--- src/rtl/dc_download_pkg.sv ---
// Shared constants for the data-cache download assembler: command codes,
// flit control codes, FSM states and message lengths.
package dc_download_pkg;

    localparam int unsigned FLIT_W    = 16;
    localparam int unsigned MSG_FLITS = 9;
    localparam int unsigned MSG_W     = FLIT_W * MSG_FLITS;

    localparam logic [4:0] CMD_SHREP     = 5'b10000;
    localparam logic [4:0] CMD_EXREP     = 5'b10001;
    localparam logic [4:0] CMD_SHEXREP   = 5'b10010;
    localparam logic [4:0] CMD_WBREQ     = 5'b00100;
    localparam logic [4:0] CMD_INVREQ    = 5'b00101;
    localparam logic [4:0] CMD_FLUSHREQ  = 5'b00110;
    localparam logic [4:0] CMD_SCINVREQ  = 5'b00111;
    localparam logic [4:0] CMD_NACKREP   = 5'b10101;
    localparam logic [4:0] CMD_SCFLUREP  = 5'b10110;
    localparam logic [4:0] CMD_C2CINVREP = 5'b10111;

    localparam logic [1:0] CTRL_NONE = 2'b00;
    localparam logic [1:0] CTRL_HEAD = 2'b01;
    localparam logic [1:0] CTRL_BODY = 2'b10;
    localparam logic [1:0] CTRL_TAIL = 2'b11;

    localparam logic [3:0] LEN_1 = 4'd1;
    localparam logic [3:0] LEN_3 = 4'd3;
    localparam logic [3:0] LEN_9 = 4'd9;

    typedef enum logic [1:0] {
        ST_IDLE = 2'b00,
        ST_BUSY = 2'b01,
        ST_RDY  = 2'b10
    } dc_state_e;

    // Unknown commands are treated as short (3-flit) requests.
    function automatic logic [3:0] msg_len(input logic [4:0] cmd);
        case (cmd)
            CMD_SHREP, CMD_EXREP, CMD_SHEXREP:              msg_len = LEN_9;
            CMD_WBREQ, CMD_INVREQ, CMD_FLUSHREQ, CMD_SCINVREQ: msg_len = LEN_3;
            CMD_NACKREP, CMD_SCFLUREP, CMD_C2CINVREP:       msg_len = LEN_1;
            default:                                        msg_len = LEN_3;
        endcase
    endfunction

endpackage

--- src/rtl/dc_download_if.sv ---
// Flit-input / assembled-message-output bundle between the network
// download path (master) and the data-cache assembler (slave).
interface dc_download_if;
    import dc_download_pkg::*;

    logic [FLIT_W-1:0] IN_flit_dc;
    logic              v_IN_flit_dc;
    logic [1:0]        In_flit_ctrl_dc;
    logic              dc_done_access;
    logic              v_dc_download;
    logic [MSG_W-1:0]  dc_download_flits;
    logic [1:0]        dc_download_state;

    modport slave (
        input  IN_flit_dc,
        input  v_IN_flit_dc,
        input  In_flit_ctrl_dc,
        input  dc_done_access,
        output v_dc_download,
        output dc_download_flits,
        output dc_download_state
    );

    modport master (
        output IN_flit_dc,
        output v_IN_flit_dc,
        output In_flit_ctrl_dc,
        output dc_done_access,
        input  v_dc_download,
        input  dc_download_flits,
        input  dc_download_state
    );

endinterface

--- src/rtl/dc_download.sv ---
// Assembles 1/3/9-flit messages into a 144-bit buffer for the data cache,
// holding the result until the cache acknowledges with dc_done_access.
module dc_download (
    input  logic          clk,
    input  logic          rst,
    dc_download_if.slave  dc_if
);
    import dc_download_pkg::*;

    dc_state_e         state_q, state_d;
    logic [3:0]        count_q;
    logic [3:0]        len_q;
    logic [MSG_W-1:0]  flits_q;
    logic              head_load;
    logic              body_store;
    logic [MSG_FLITS-1:1] slot_we;

    logic [FLIT_W-1:0] flit;
    logic [1:0]        ctrl;
    logic              flit_v;
    logic [3:0]        head_len;

    assign flit     = dc_if.IN_flit_dc;
    assign ctrl     = dc_if.In_flit_ctrl_dc;
    assign flit_v   = dc_if.v_IN_flit_dc;
    assign head_len = msg_len(flit[9:5]);

    always_ff @(posedge clk or negedge rst) begin
        if (!rst) begin
            state_q <= ST_IDLE;
        end else begin
            state_q <= state_d;
        end
    end

    always_comb begin
        state_d    = state_q;
        head_load  = 1'b0;
        body_store = 1'b0;
        case (state_q)
            ST_IDLE: begin
                if (flit_v && ctrl == CTRL_HEAD) begin
                    head_load = 1'b1;
                    state_d   = (head_len == LEN_1) ? ST_RDY : ST_BUSY;
                end
            end
            ST_BUSY: begin
                // A fresh head abandons the partial message and restarts.
                if (flit_v && ctrl == CTRL_HEAD) begin
                    head_load = 1'b1;
                    state_d   = (head_len == LEN_1) ? ST_RDY : ST_BUSY;
                end else if (flit_v && ctrl[1]) begin
                    body_store = 1'b1;
                    if (count_q + 4'd1 == len_q) begin
                        state_d = ST_RDY;
                    end
                end
            end
            ST_RDY: begin
                if (dc_if.dc_done_access) begin
                    state_d = ST_IDLE;
                end
            end
            default: state_d = ST_IDLE;
        endcase
    end

    always_comb begin
        for (int unsigned i = 1; i < MSG_FLITS; i++) begin
            slot_we[i] = body_store && (count_q == 4'(i));
        end
    end

    always_ff @(posedge clk or negedge rst) begin
        if (!rst) begin
            flits_q <= '0;
            count_q <= '0;
            len_q   <= '0;
        end else if (head_load) begin
            flits_q <= {flit, {(MSG_W - FLIT_W){1'b0}}};
            count_q <= 4'd1;
            len_q   <= head_len;
        end else if (body_store) begin
            count_q <= count_q + 4'd1;
            for (int unsigned i = 1; i < MSG_FLITS; i++) begin
                if (slot_we[i]) begin
                    flits_q[MSG_W - 1 - FLIT_W * i -: FLIT_W] <= flit;
                end
            end
        end
    end

    assign dc_if.v_dc_download     = (state_q == ST_RDY);
    assign dc_if.dc_download_flits = flits_q;
    assign dc_if.dc_download_state = state_q;

endmodule

--- src/flat_wrapper.sv ---
// flat-port wrapper written by rule: the top's interface ports become plain ports
module dc_download_flat import dc_download_pkg::*;
  (clk, rst, dc_if_IN_flit_dc, dc_if_v_IN_flit_dc, dc_if_In_flit_ctrl_dc, dc_if_dc_done_access, dc_if_v_dc_download, dc_if_dc_download_flits, dc_if_dc_download_state);
  dc_download_if dc_if_i ();
  input  logic clk;
  input  logic rst;
  input wire logic [$bits(dc_if_i.IN_flit_dc)-1:0] dc_if_IN_flit_dc;
  input wire logic [$bits(dc_if_i.v_IN_flit_dc)-1:0] dc_if_v_IN_flit_dc;
  input wire logic [$bits(dc_if_i.In_flit_ctrl_dc)-1:0] dc_if_In_flit_ctrl_dc;
  input wire logic [$bits(dc_if_i.dc_done_access)-1:0] dc_if_dc_done_access;
  output wire logic [$bits(dc_if_i.v_dc_download)-1:0] dc_if_v_dc_download;
  output wire logic [$bits(dc_if_i.dc_download_flits)-1:0] dc_if_dc_download_flits;
  output wire logic [$bits(dc_if_i.dc_download_state)-1:0] dc_if_dc_download_state;
  assign dc_if_i.IN_flit_dc = dc_if_IN_flit_dc;
  assign dc_if_i.v_IN_flit_dc = dc_if_v_IN_flit_dc;
  assign dc_if_i.In_flit_ctrl_dc = dc_if_In_flit_ctrl_dc;
  assign dc_if_i.dc_done_access = dc_if_dc_done_access;
  assign dc_if_v_dc_download = dc_if_i.v_dc_download;
  assign dc_if_dc_download_flits = dc_if_i.dc_download_flits;
  assign dc_if_dc_download_state = dc_if_i.dc_download_state;
  dc_download u_core (.clk(clk), .rst(rst), .dc_if(dc_if_i));
endmodule
--- config.mk ---
export PLATFORM = sky130hd
export DESIGN_NAME = dc_download_flat
export DESIGN_NICKNAME = d
export VERILOG_FILES = /design/src/rtl/dc_download_pkg.sv /design/src/rtl/dc_download_if.sv /design/src/rtl/dc_download.sv /design/src/flat_wrapper.sv
export SDC_FILE = /design/constraint.sdc
export NUM_CORES = 1
export LEC_CHECK = 0
export ABC_AREA = 1
export CAP_MARGIN = 25
export CORE_MARGIN = 3
export CORE_UTILIZATION = 51
export CTS_BUF_LIST = sky130_fd_sc_hd__clkbuf_4 sky130_fd_sc_hd__clkbuf_8 sky130_fd_sc_hd__clkbuf_16
export DETAILED_ROUTE_END_ITERATION = 12
export PLACE_DENSITY_LB_ADDON = 0.25
export SETUP_SLACK_MARGIN = 0.3
export SLEW_MARGIN = 10
export SYNTH_ARGS = -nofsm -noshare
export SYNTH_HDL_FRONTEND = slang
export SYNTH_SLANG_ARGS = --single-unit
export TNS_END_PERCENT = 100
--- constraint.sdc ---
create_clock -name clk -period 3.5 [get_ports clk]
set_input_delay 0.7 -clock clk [delete_from_list [all_inputs] [get_ports clk]]
set_output_delay 0.7 -clock clk [all_outputs]
set_load 0.005 [all_outputs]
Word-level counts from Yosys, hierarchy flattened
Memory sizes are Yosys's and may differ from the RTL's.
Cells that the tools add are included.

cells by class
  add/subtract/negate cells = 1
  $mul = 0
  divide/modulo/power cells = 0
  magnitude comparators = 0
  eq/ne operators = 17
  shift-type cells = 0
  mux-type cells = 24
  bitwise logic cells = 0
  reduce and logical (&&, ||, !) cells = 30

operator list
  kind                 count
  $mux 128             2
  $mux 16              8
  $reduce_bool 2->1    9
  $eq 4x3->1 const B   4
  $reduce_and 2->1     8
  $mux 2               6
  $logic_and 1x1->1    10
  $eq 4x1->1 const B   2
  $eq 4x2->1 const B   2
  $mux 4               2
  $ne 3x1->1 const B   2
  $pmux 2 s3           1
  $mux 1               5
  $add 4x1->4 const B  1
  $eq 2x1->1 const B   2
  $eq 4x4->1           1
  $eq 4x4->1 const B   1
  $reduce_and 4->1     1
  $eq 2x2->1 const B   1
  $logic_not 2->1      1
  $ne 2x1->1 const B   1
  $ne 2x2->1 const B   1
  $reduce_or 2->1      1

word-level totals
  register bits = 154
  latch bits = 0
  memory bits (writable) = 0
  ROM bits = 64
  input bits = 22
  output and inout bits = 147
  logic and storage cells = 85
  memories = 1

memories
  memory           words  width  read ports  clocked after Yosys merged registers in  write ports  RTL line               RTL
  (no name shown)  32     2      1           0                                        0            dc_download_pkg.sv:37  case (cmd)

Logic depth before layout (Yosys ltp)
Gate-level depths: netlist of the first run.

  depth after elaboration = 8
  depth in mapped cells = 10
  gate-level depth less buffers = 10

Least setup slack after synthesis of the first run
Ideal clock, no wire load.

  kind = input -> register
  start point = input dc_if_v_IN_flit_dc
  end point = register u_core.flits_q[16], in the netlist u_core.dc_if.dc_download_flits[16]
  setup time = 0.131 ns
  data arrival time = 1.561 ns
  data required time = 3.369 ns
  slack = 1.808 ns
  stages = 7
  path through = nand2_1 > nor2_4 > nand2_4 > buf_4 > buf_2 > nand2_1 > o21ai_0

between the ends
  longest elaborated chain between the ends = 7
  elaborated cells on any way between the ends = 12

ends and longest elaborated chain
  what                                RTL line           RTL
  start: declaration                  flat_wrapper.sv:8  input wire logic [$bits(dc_if_i.v_IN_flit_dc)-1:0] dc_if_v_IN_flit_dc;
  $logic_and 1x1->1                   dc_download.sv:52  end else if (flit_v && ctrl[1]) begin
  $mux 1                              dc_download.sv:52
  $mux 1                              dc_download.sv:49  if (flit_v && ctrl == CTRL_HEAD) begin
  $mux 1                              dc_download.sv:40  case (state_q)
  $logic_and 1x1->1                   dc_download.sv:70  slot_we[i] = body_store && (count_q == 4'(i));
  $reduce_bool 2->1 (no source line)  --
  $reduce_and 2->1 (no source line)   --
  end signal: assignment              dc_download.sv:80  flits_q <= {flit, {(MSG_W - FLIT_W){1'b0}}};
  end signal: indexed assignment      dc_download.sv:87  flits_q[MSG_W - 1 - FLIT_W * i -: FLIT_W] <= flit;
  end: declaration                    dc_download.sv:13  logic [MSG_W-1:0] flits_q;

Several ways; a longest one is shown, not always the timed one.
A chain may end at the register's enable or synchronous reset.

Final worst setup path of the first run
  start point = input dc_if_v_IN_flit_dc
  end point = register u_core.flits_q[58], in the netlist u_core.dc_if.dc_download_flits[58]

Same word-level chain as after synthesis.

==> qor.yml, run 1 <==
r2r_cells: 5
cts.reportedPaths.clkPinSlew_ps: 60
worstPathRequired_ps: 3760
synth_top_area_share: 0.6511
place_area_um2: 7601
crit_arrival_ps: 2720
finClkSkew_ps: 7.172
status: "complete, no violations"
switching_share: 0.3173
cts.root.buffer_cell: "clkbuf_16"
clock_latency_ps: 420
synth-edff-count: 0
avgSynthCellArea_um2: 10.05
fin_crit_sh: 0.7038
crit_path_start_kind: "input pin"
core_um2: 11030
grt_pass1_wl_um: 25630
antenna_found_initial: 0
start_util: 0.5331
drv_slew: 0
yosys-top-cells-count: "nand2_1, dfrtp_1, o21ai_0, nor2_1, a21oi_1"
hold_ws_ps: 305.4
route.vias.total: 4797
min_period_ps: 2463
drv_cap: 0
clkPwrFrac: 0.229
hold_class: "input pin to asynchronous set/reset pin"
syn-cell-area_um2: 5881
drtIter0Drc: 470
top_level_ports: 169
synth.area.top_cells: "dfrtp_1, nand2_1, o21ai_0"
cts.sinks: 153
slew-limit-headroom: 0.4782
grt_pass1_vias: 4662
n_antenna_cell: 0
io_buffers: 168
fp.dieArea_um2: 12860
cts_setup_buffers: 0
r2r-end: "u_core.dc_if.dc_download_flits[58]$_DFFE_PN0P_"
cts_hold_buffers: 0
syn2layout_area_growth_pct: 39.53
routedWlPerCell_um: 18.40
drive_gt1_frac: 0.07490
crit_fanout: 40
ys_seq_area_frac: 0.6511
r2r_start: "u_core.dc_if.dc_download_state[1]$_DFFE_PN0P_"
pwr-share-seq: 0.401
rsz0062_at_grt: "false"
p_leak_nw: 3.719
worstMarginPinSlew_ps: 782.7
hold_violations: 0
setup_tns_ps: 0
yosys_warnings: 0
fin_nets: 774
track_usage: 0.2646
die_w_um: 113.4
drc: 0
p_sw_mw: 2.438
htreeDepth: 4
synth_ff_type: "dfrtp_1"
cts_tree: "built"
rrSetupSlack_ps: 1370
stdcell_area_um2: 8205
worstSetupPathType: "input pin to flip-flop"
power_density_nw_per_um2: 936.2
setup_viol: 0
row_count: 38
overflow: 0
combPwrFrac: 0.370
antenna_left: 0
grt_start_max_net_pins: 86
fin_cells: 901
ys_seq_elements: 153
firstDrtPassIters: 5
synth_most_common_cell: "nand2_1"
synth-async-reset-ratio: 1.000
synth_cell_types: 27
dpl.hpwl_um: 10800
clock.fmax_ghz: 0.4060
numCtsBuffers: 17
ir_drop_v: 0.0004747
cts_resized: 0
syn-num-nets: 611
syn_inst: 585
p_int_mw: 5.244
place.gp.congestion: 0.8288
synth_top_area_cell: "dfrtp_1"
dp.cells: 867
crit_start: "dc_if_v_IN_flit_dc"
die_h_um: 113.4
drt-vias-per-instance: 5.324
cts_buffer_depth: 2
cp-end-kind: "flip-flop"
drt-total-wl_um: 16580
[state kept, by name, indices dropped and copies added, names as in the netlist]
register / flops
u_core.dc_if.dc_download_flits: 144
u_core.count_q: 4
u_core.len_q: 3
u_core.dc_if.dc_download_state: 2
[cell families after synthesis]
| family | after synthesis | share of synthesized area |
|---|---|---|
| AO/OA/AOI/OAI | 149 | 0.1415 |
| adder cells (fa/ha/maj) | 4 | 0.008511 |
| buffers and inverters | 47 | 0.04276 |
| flip-flops | 153 | 0.6511 |
| AND/OR/NAND/NOR | 232 | 0.1562 |
[worst max path at each step]
stage	endpoint	depth (start not counted)
2_1_floorplan	u_core.dc_if.dc_download_flits[16]$_DFFE_PN0P_	7
4_1_cts	u_core.dc_if.dc_download_flits[60]$_DFFE_PN0P_	6
5_1_grt	u_core.dc_if.dc_download_flits[60]$_DFFE_PN0P_	7
6_report	u_core.dc_if.dc_download_flits[58]$_DFFE_PN0P_	7
3_3_place_gp	u_core.dc_if.dc_download_flits[59]$_DFFE_PN0P_	6
3_5_place_dp	u_core.dc_if.dc_download_flits[58]$_DFFE_PN0P_	6
[cell usage in the layout (no fill, tap or decap), types with 3 or more instances in the layout]
master           instances
ha_1                     4
inv_2                    3
a21oi_1                 36
clkdlybuf4s50_1        167
a31oi_2                  3
buf_4                    3
o21ai_1                 19
clkinvlp_4               5
clkinv_4                 5
nand2_1                180
clkbuf_16               17
o21ai_0                 82
inv_1                   12
a31oi_4                  3
nor2_1                  37
dfrtp_1                153
nand3_1                  7
[critical path, cell delays in order]
cell	delay, ps
clkdlybuf4s50_1	430
nand2_1	120
nor2_4	60
nand2_4	310
inv_4	210
a31oi_4	660
o21ai_0	210
[final cells by class]
type,count,area (um2)
Multi-Input combinational cell,385,1800
Inverter,17,71.32
Sequential cell,153,3829
Timing Repair Buffer,174,1755
Clock inverter,13,121.4
Fill cell,810,2825
Clock buffer,19,452.9
Tap cell,140,175.2
[power by group through the flow]
stage / Combinational [mW] / Clock (mW) / Sequential [mW]
final: 2.84 / 1.76 / 3.08
after global placement: 2.75 / 0 / 3.04
after CTS: 2.87 / 1.77 / 3.07
after floorplan: 0.927 / 0 / 3.06
after global routing: 3.10 / 1.85 / 3.16
after detailed placement: 2.85 / 0 / 3.07
[through the flow]
stage / power (mW) / setup WS, ps / utilization
3_3_place_gp: 5.791 / 744.2 / 0.6891
3_5_place_dp: 5.918 / 608.3 / 0.6891
6_report: 7.682 / 1037 / 0.7439
5_1_grt: 8.118 / 873.1 / 0.7439
2_1_floorplan: 3.987 / 1808 / -
4_1_cts: 7.718 / 1036 / 0.7412
[routing by layer]
| layer | global-route usage | vias to the layer above | wire length (um) |
|---|---|---|---|
| met5 | 0 | - | 0 |
| met4 | 0.08013 | 0 | 265 |
| met3 | 0.06366 | 17 | 1392 |
| met2 | 0.4238 | 214 | 8053 |
| met1 | 0.3640 | 2324 | 6863 |
| li1 | - | 2242 | - |
(Power assumes the default switching activity.)
==> run 2: changes to the inputs <==
Settings changed: CORE_UTILIZATION 51 to 47.
Clock period 3.5 ns to 2.3 ns, I/O delays scaled along.
==> run 2 against run 1 <==
  * Worst setup slack lost 680 ps
  * Core utilization fell by 4.7 points
  * Design area grew 2.8%
  * Hold slack worse by 300 ps
  * Clock-buffer cell count is 3 higher
  * Critical path depth down 5
  * Sequential share of layout area is 1.3 points lower
  * Clock power is 52% higher
  * Global-route usage down 1.6 points
  * Power rose by 53%
  * Register-to-register slack worse by 910 ps
  * Critical path type is now flip-flop to output pin
  * Largest cell class unchanged
  * Highest routed layer unchanged
==> qor.yml, run 2 (synthesis results as in run 1) <==
track_usage: 0.2490  # was 0.2646
crit_fanout: 5  # was 40
hold_violations: 0  # unchanged
largest_reg_flops: 144  # unchanged
worstMarginPinSlew_ps: 714.7  # was 782.7 ps
ir_drop_v: 0.0007286  # was 0.0004747 V
slew-limit-headroom: 0.5235  # was 0.4782
cts.sinks: 153  # unchanged
cts.root.buffer_cell: "clkbuf_16"  # unchanged
rsz0062_at_grt: "true"  # was false
hold_ws_ps: 10.32  # was 305.4 ps
drt-total-wl_um: 16770  # was 16580 um
antenna_left: 0  # unchanged
die_w_um: 117.9  # was 113.4 um
row_count: 40  # was 38
syn2layout_area_growth_pct: 43.43  # was 39.53%
worstSetupPathType: "flip-flop to output pin"  # was input pin to flip-flop
fin_nets: 795  # was 774
crit_path_end: "dc_if_v_dc_download"  # was u_core.dc_if.dc_download_flits[58]$_DFFE_PN0P_
numCtsBuffers: 17  # unchanged
die_h_um: 117.9  # was 113.4 um
firstDrtPassIters: 5  # unchanged
fp.dieArea_um2: 13890  # was 12860 um2
route.vias.total: 4912  # was 4797
drt-vias-per-instance: 5.171  # was 5.324
routedWlPerCell_um: 17.65  # was 18.40 um
io_buffers: 168  # unchanged
core_um2: 12110  # was 11030 um2
dp.cells: 917  # was 867
htreeDepth: 4  # unchanged
cts_buffer_depth: 2  # unchanged
grt_start_max_net_pins: 64  # was 86
hold_class: "input pin to asynchronous set/reset pin"  # unchanged
start_util: 0.4855  # was 0.5331
n_antenna_cell: 0  # unchanged
fill_cells: 916  # was 810
rrSetupSlack_ps: 460  # was 1370 ps
top_level_ports: 169  # unchanged
place.gp.congestion: 0.8630  # was 0.8288
crit_arrival_ps: 1490  # was 2720 ps
cts_tree: "built"  # unchanged
crit_path_start_kind: "flip-flop"  # was input pin
status: "complete, no violations"  # unchanged
clock_latency_ps: 420  # about the same
drv_slew: 0  # unchanged
r2r-end: "u_core.dc_if.dc_download_flits[30]$_DFFE_PN0P_"  # was u_core.dc_if.dc_download_flits[58]$_DFFE_PN0P_
fin_crit_sh: 0.8459
drc: 0  # unchanged
r2r_cells: 7  # was 5
cts_resized: 0  # unchanged
crit_start: "u_core.dc_if.dc_download_state[0]$_DFFE_PN0P_"  # was dc_if_v_IN_flit_dc
cts.reportedPaths.clkPinSlew_ps: 60  # about the same
drv_cap: 0  # unchanged
grt_pass1_vias: 4823  # was 4662
power_density_nw_per_um2: 1392  # was 936.2 nW/um2
cp-end-kind: "output pin"  # was flip-flop
fin_cells: 950  # was 901
finClkSkew_ps: 6.180  # was 7.172 ps
layout_commonest_cell: "nand2_1"  # unchanged
antenna_found_initial: 0  # unchanged
grt_pass1_wl_um: 26570  # was 25630 um
overflow: 0  # unchanged
worstPathRequired_ps: 1840  # was 3760 ps
p_leak_nw: 3.856  # was 3.719 nW
drtIter0Drc: 456  # was 470
layout_common_cells: "nand2_1, clkdlybuf4s50_1, dfrtp_1"  # unchanged
r2r_start: "u_core.dc_if.dc_download_state[0]$_DFFE_PN0P_"  # was u_core.dc_if.dc_download_state[1]$_DFFE_PN0P_
clock.fmax_ghz: 0.5140
drive_gt1_frac: 0.09974  # was 0.07490
setup_viol: 0  # unchanged
min_period_ps: 1946
dpl.hpwl_um: 11750  # was 10800 um
run 2: changes by cell type in the layout (fill, tap and decap cells not counted):
cell,delta
clkinvlp_4,-5
buf_4,+19
clkbuf_8,+1
buf_8,-2
clkbuf_4,+2
clkinv_2,+2
buf_12,+4
run 2: per-stage QoR:
step                setup TNS, ps    util  setup slack [ps]  total power [mW]  instance area (um2)
finish                          0  0.6964             354.4             11.74                 8434
global route                    0  0.6964             269.7             12.46                 8434
CTS                             0  0.6964             344.7             11.83                 8434
detailed placement         -43.20  0.6482            -34.01             9.097                 7851
global placement                0  0.6482             106.0             8.921                 7851
floorplan                       0       -             848.1             6.067                 5881
run 2: report_power, final:
group | switching, mW | total, mW | internal [mW]
clock | 1.07 | 2.67 | 1.60
sequential | 0.814 | 4.70 | 3.88
combinational | 1.77 | 4.38 | 2.61
run 2: how the worst min path moves through the flow:
stage                                                               start                                              end  slack (ps)  cells past startpoint
after floorplan                                                       rst                    u_core.count_q[0]$_DFFE_PN0P_         160                      0
after global placement                                                rst   u_core.dc_if.dc_download_flits[33]$_DFFE_PN0P_         470                      1
final                                                                 rst   u_core.dc_if.dc_download_flits[37]$_DFFE_PN0P_          10                      1
after global routing                                                  rst   u_core.dc_if.dc_download_flits[37]$_DFFE_PN0P_          50                      1
after CTS                                                             rst   u_core.dc_if.dc_download_flits[45]$_DFFE_PN0P_          30                      1
after detailed placement  u_core.dc_if.dc_download_flits[132]$_DFFE_PN0P_  u_core.dc_if.dc_download_flits[132]$_DFFE_PN0P_         460                      2
run 2: area by class of cell:
class | count | area, um2 | share of cell area
clock buffers | 22 | 481.7 | 0.05711
clock inverters | 10 | 93.84 | 0.01113
inverters | 17 | 71.32 | 0.008456
multi-input cells | 385 | 1800 | 0.2135
flip-flops and latches | 153 | 3829 | 0.4539
well taps | 168 | 210.2 | 0.02492
repair buffers | 195 | 1948 | 0.2310
run 2: critical path, cell delays in order, from the launching register on:
cell and delay [ps]:
dfrtp_1 430, nor2_1 120, clkdlybuf4s50_1 510
run 2: routing by layer:
metal,vias to the layer above,part of all wire,global-route usage
met1,2376,0.42,0.3254
met2,213,0.46,0.3802
met4,0,0.034,0.1092
li1,2283,-,-
met3,40,0.086,0.08457
met5,-,0,0
run 2: repair_timing:
item                       CTS  global route
setup buffers                1             0
setup endpoints to repair    1             6
hold buffers                 0             0
pin swaps                    0             1
hold endpoints to repair     0             0
==> run 3: changes to the inputs <==
Settings changed: CORE_UTILIZATION 47 to 43.
Clock period 2.3 ns to 1.7 ns, I/O delays scaled along.
==> run 3 against run 2 <==
  * Flip-flop and latch count unchanged
  * Clock skew about the same
  * Critical endpoint is now u_core.dc_if.dc_download_flits[82]$_DFFE_PN0P_
  * First-iteration DRC count increased by 2.6%
  * Routed wire length increased by 22%
  * Clock-buffer cell count decreased by 1
  * Via count increased by 15%
  * Power increased by 52%
  * Sequential power increased by 36%
==> qor.yml, run 3 (synthesis results as in run 1) <==
status: "complete, no violations"  # unchanged
power_density_nw_per_um2: 1795  # was 1392 nW/um2
fin_crit_sh: 0.9619
crit_chain: "buf_6 > inv_4 > nor2_4 > nand2_8 > buf_6 > o21ai_4 > clkbuf_16 > nor2_2 > a21oi_1"  # was nor2_1 > clkdlybuf4s50_1
dp.cells: 948  # was 917
cp-end-kind: "flip-flop"  # was output pin
r2r_cells: 9  # was 7
start_util: 0.4423  # was 0.4855
io_buffers: 168  # unchanged
final_util: 0.7479  # was 0.6964
route.vias.total: 5655  # was 4912
crit_arrival_ps: 1980  # was 1490 ps
drtIter0Drc: 468  # was 456
crit_start: "u_core.dc_if.dc_download_state[0]$_DFFE_PN0P_"  # unchanged
p_leak_nw: 4.776  # was 3.856 nW
cts_buffer_depth: 2  # unchanged
cts.sinks: 153  # unchanged
layout_common_cells: "nand2_1, dfrtp_1, buf_4"  # was nand2_1, clkdlybuf4s50_1, dfrtp_1
hold_violations: 0  # unchanged
hold_class: "input pin to asynchronous set/reset pin"  # unchanged
dpl.hpwl_um: 12160  # was 11750 um
largest_reg_flops: 144  # unchanged
crit_path_start_kind: "flip-flop"  # unchanged
worstMarginPinSlew_ps: 460.1  # was 714.7 ps
pre_cts_ws_ps: -254.7  # was -34.01 ps
drv_slew: 0  # unchanged
overflow: 0  # unchanged
layout_commonest_cell: "nand2_1"  # unchanged
clock.fmax_ghz: 0.6115
numCtsBuffers: 17  # unchanged
syn2layout_area_growth_pct: 69.09  # was 43.43%
setup_tns_ps: 0  # unchanged
fp.dieArea_um2: 15120  # was 13890 um2
grt_start_max_net_pins: 48  # was 64
path_common_cell: "buf_6"
core_um2: 13300  # was 12110 um2
fin_cells: 1089  # was 950
clock_latency_ps: 420  # about the same
drt-total-wl_um: 20400  # was 16770 um
routedWlPerCell_um: 18.73  # was 17.65 um
slew-limit-headroom: 0.6933  # was 0.5235
rrSetupSlack_ps: 60  # was 460 ps
die_h_um: 122.9  # was 117.9 um
grt_pass1_vias: 5499  # was 4823
row_count: 42  # was 40
drive_gt1_frac: 0.3582  # was 0.09974
fill_cells: 895  # was 916
drv_cap: 0  # unchanged
r2r-end: "u_core.dc_if.dc_download_flits[82]$_DFFE_PN0P_"  # was u_core.dc_if.dc_download_flits[30]$_DFFE_PN0P_
worstSetupPathType: "flip-flop to flip-flop"  # was flip-flop to output pin
critPathMaxStageDelay_ps: 370  # was 510 ps
cpMaxStageDelayCell: "dfrtp_1"  # was clkdlybuf4s50_1
grt_pass1_wl_um: 29360  # was 26570 um
n_antenna_cell: 0  # unchanged
antenna_left: 0  # unchanged
r2r_start: "u_core.dc_if.dc_download_state[0]$_DFFE_PN0P_"  # unchanged
firstDrtPassIters: 7  # was 5
antenna_found_initial: 0  # unchanged
top_level_ports: 169  # unchanged
drc: 0  # unchanged
htreeDepth: 4  # unchanged
cts_tree: "built"  # unchanged
finClkSkew_ps: 6.262  # was 6.180 ps
rsz0062_at_grt: "true"  # unchanged
die_w_um: 122.9  # was 117.9 um
ir_drop_v: 0.001007  # was 0.0007286 V
fin_nets: 926  # was 795
crit_path_end: "u_core.dc_if.dc_download_flits[82]$_DFFE_PN0P_"  # was dc_if_v_dc_download
setup_viol: 0  # unchanged
crit_fanout: 8  # was 5
track_usage: 0.2611  # was 0.2490
place.gp.congestion: 0.8614  # was 0.8630
drt-vias-per-instance: 5.193  # was 5.171
cts.root.buffer_cell: "clkbuf_16"  # unchanged
min_period_ps: 1635
cts.reportedPaths.clkPinSlew_ps: 60  # about the same
postLayoutSetupSlackWorst_ps: 64.81  # was 354.4 ps
worstPathRequired_ps: 2040  # was 1840 ps
[run 3: cell count changes in the layout (fill, tap and decap cells not counted), sizes merged, moves of 2 or more]
| cell | before | now |
|---|---|---|
| clkbuf | 22 | 70 |
| inv | 17 | 15 |
| clkinv | 9 | 7 |
| buf | 28 | 158 |
| clkinvlp | 0 | 3 |
| clkdlybuf4s15 | 0 | 98 |
| bufinv | 1 | 3 |
| clkdlybuf4s50 | 167 | 18 |
[run 3: metrics by stage]
stage          instance area, um2  hold slack [ps]  power [mW]
5_1_grt                      9943            448.0       18.89
3_3_place_gp                 8160            303.8       12.24
4_1_cts                      9629            432.3       17.01
3_5_place_dp                 8160            306.3       12.44
6_report                     9943            424.2       17.85
2_1_floorplan                5884            44.41       8.211
[run 3: worst max-delay path, delay by kind of cell (launching register included)]
| family | cells | cell delay [ps] |
|---|---|---|
| AND/OR/NAND/NOR | 3 | 280 |
| buffers and inverters | 4 | 510 |
| AO/OA/AOI/OAI | 2 | 400 |
| flip-flops | 1 | 370 |
[run 3: layer usage]
layer  global-route usage  up-vias  share of wire
met3              0.08188       49          0.091
li1                     -     2559              -
met1               0.3407     2776           0.39
met2               0.4158      271           0.49
met5                    0        -              0
met4              0.08887        0          0.027
[run 3: final cells by class]
class / instances / area, um2 / area share
multi-input combinational: 385 / 2168 / 0.2181
sequential: 153 / 3831 / 0.3853
inverter: 17 / 93.84 / 0.009438
clock inverter: 11 / 145.1 / 0.01460
timing repair buffer: 326 / 3010 / 0.3028
clock buffer: 21 / 474.2 / 0.04769
tap: 176 / 220.2 / 0.02215
[run 3: repair_timing]
action / 4_1_cts / 5_1_grt
setup endpoints to repair: 277 / 216
hold endpoints to repair: 40 / 0
gates resized for setup: 325 / 148
hold buffers: 1 / 0
setup buffers: 79 / 22
pin swaps: 4 / 19
gates cloned: 4 / 3
[run 3: worst min path at each step]
stage                                                                end  slack (ps)  cells past startpoint
after floorplan                            u_core.count_q[0]$_DFFE_PN0P_          40                      0
after global placement    u_core.dc_if.dc_download_flits[21]$_DFFE_PN0P_         300                      1
after detailed placement  u_core.dc_if.dc_download_flits[25]$_DFFE_PN0P_         310                      1
after CTS                 u_core.dc_if.dc_download_flits[18]$_DFFE_PN0P_         430                      2
after global routing      u_core.dc_if.dc_download_flits[17]$_DFFE_PN0P_         450                      2
final                     u_core.dc_if.dc_download_flits[23]$_DFFE_PN0P_         420                      2
[run 3: where the power goes]
group / internal [mW] / switching [mW] / leakage [nW]
Sequential: 5.26 / 1.12 / 1.87
Combinational: 4.24 / 3.30 / 2.61
Clock: 2.44 / 1.49 / 0.298
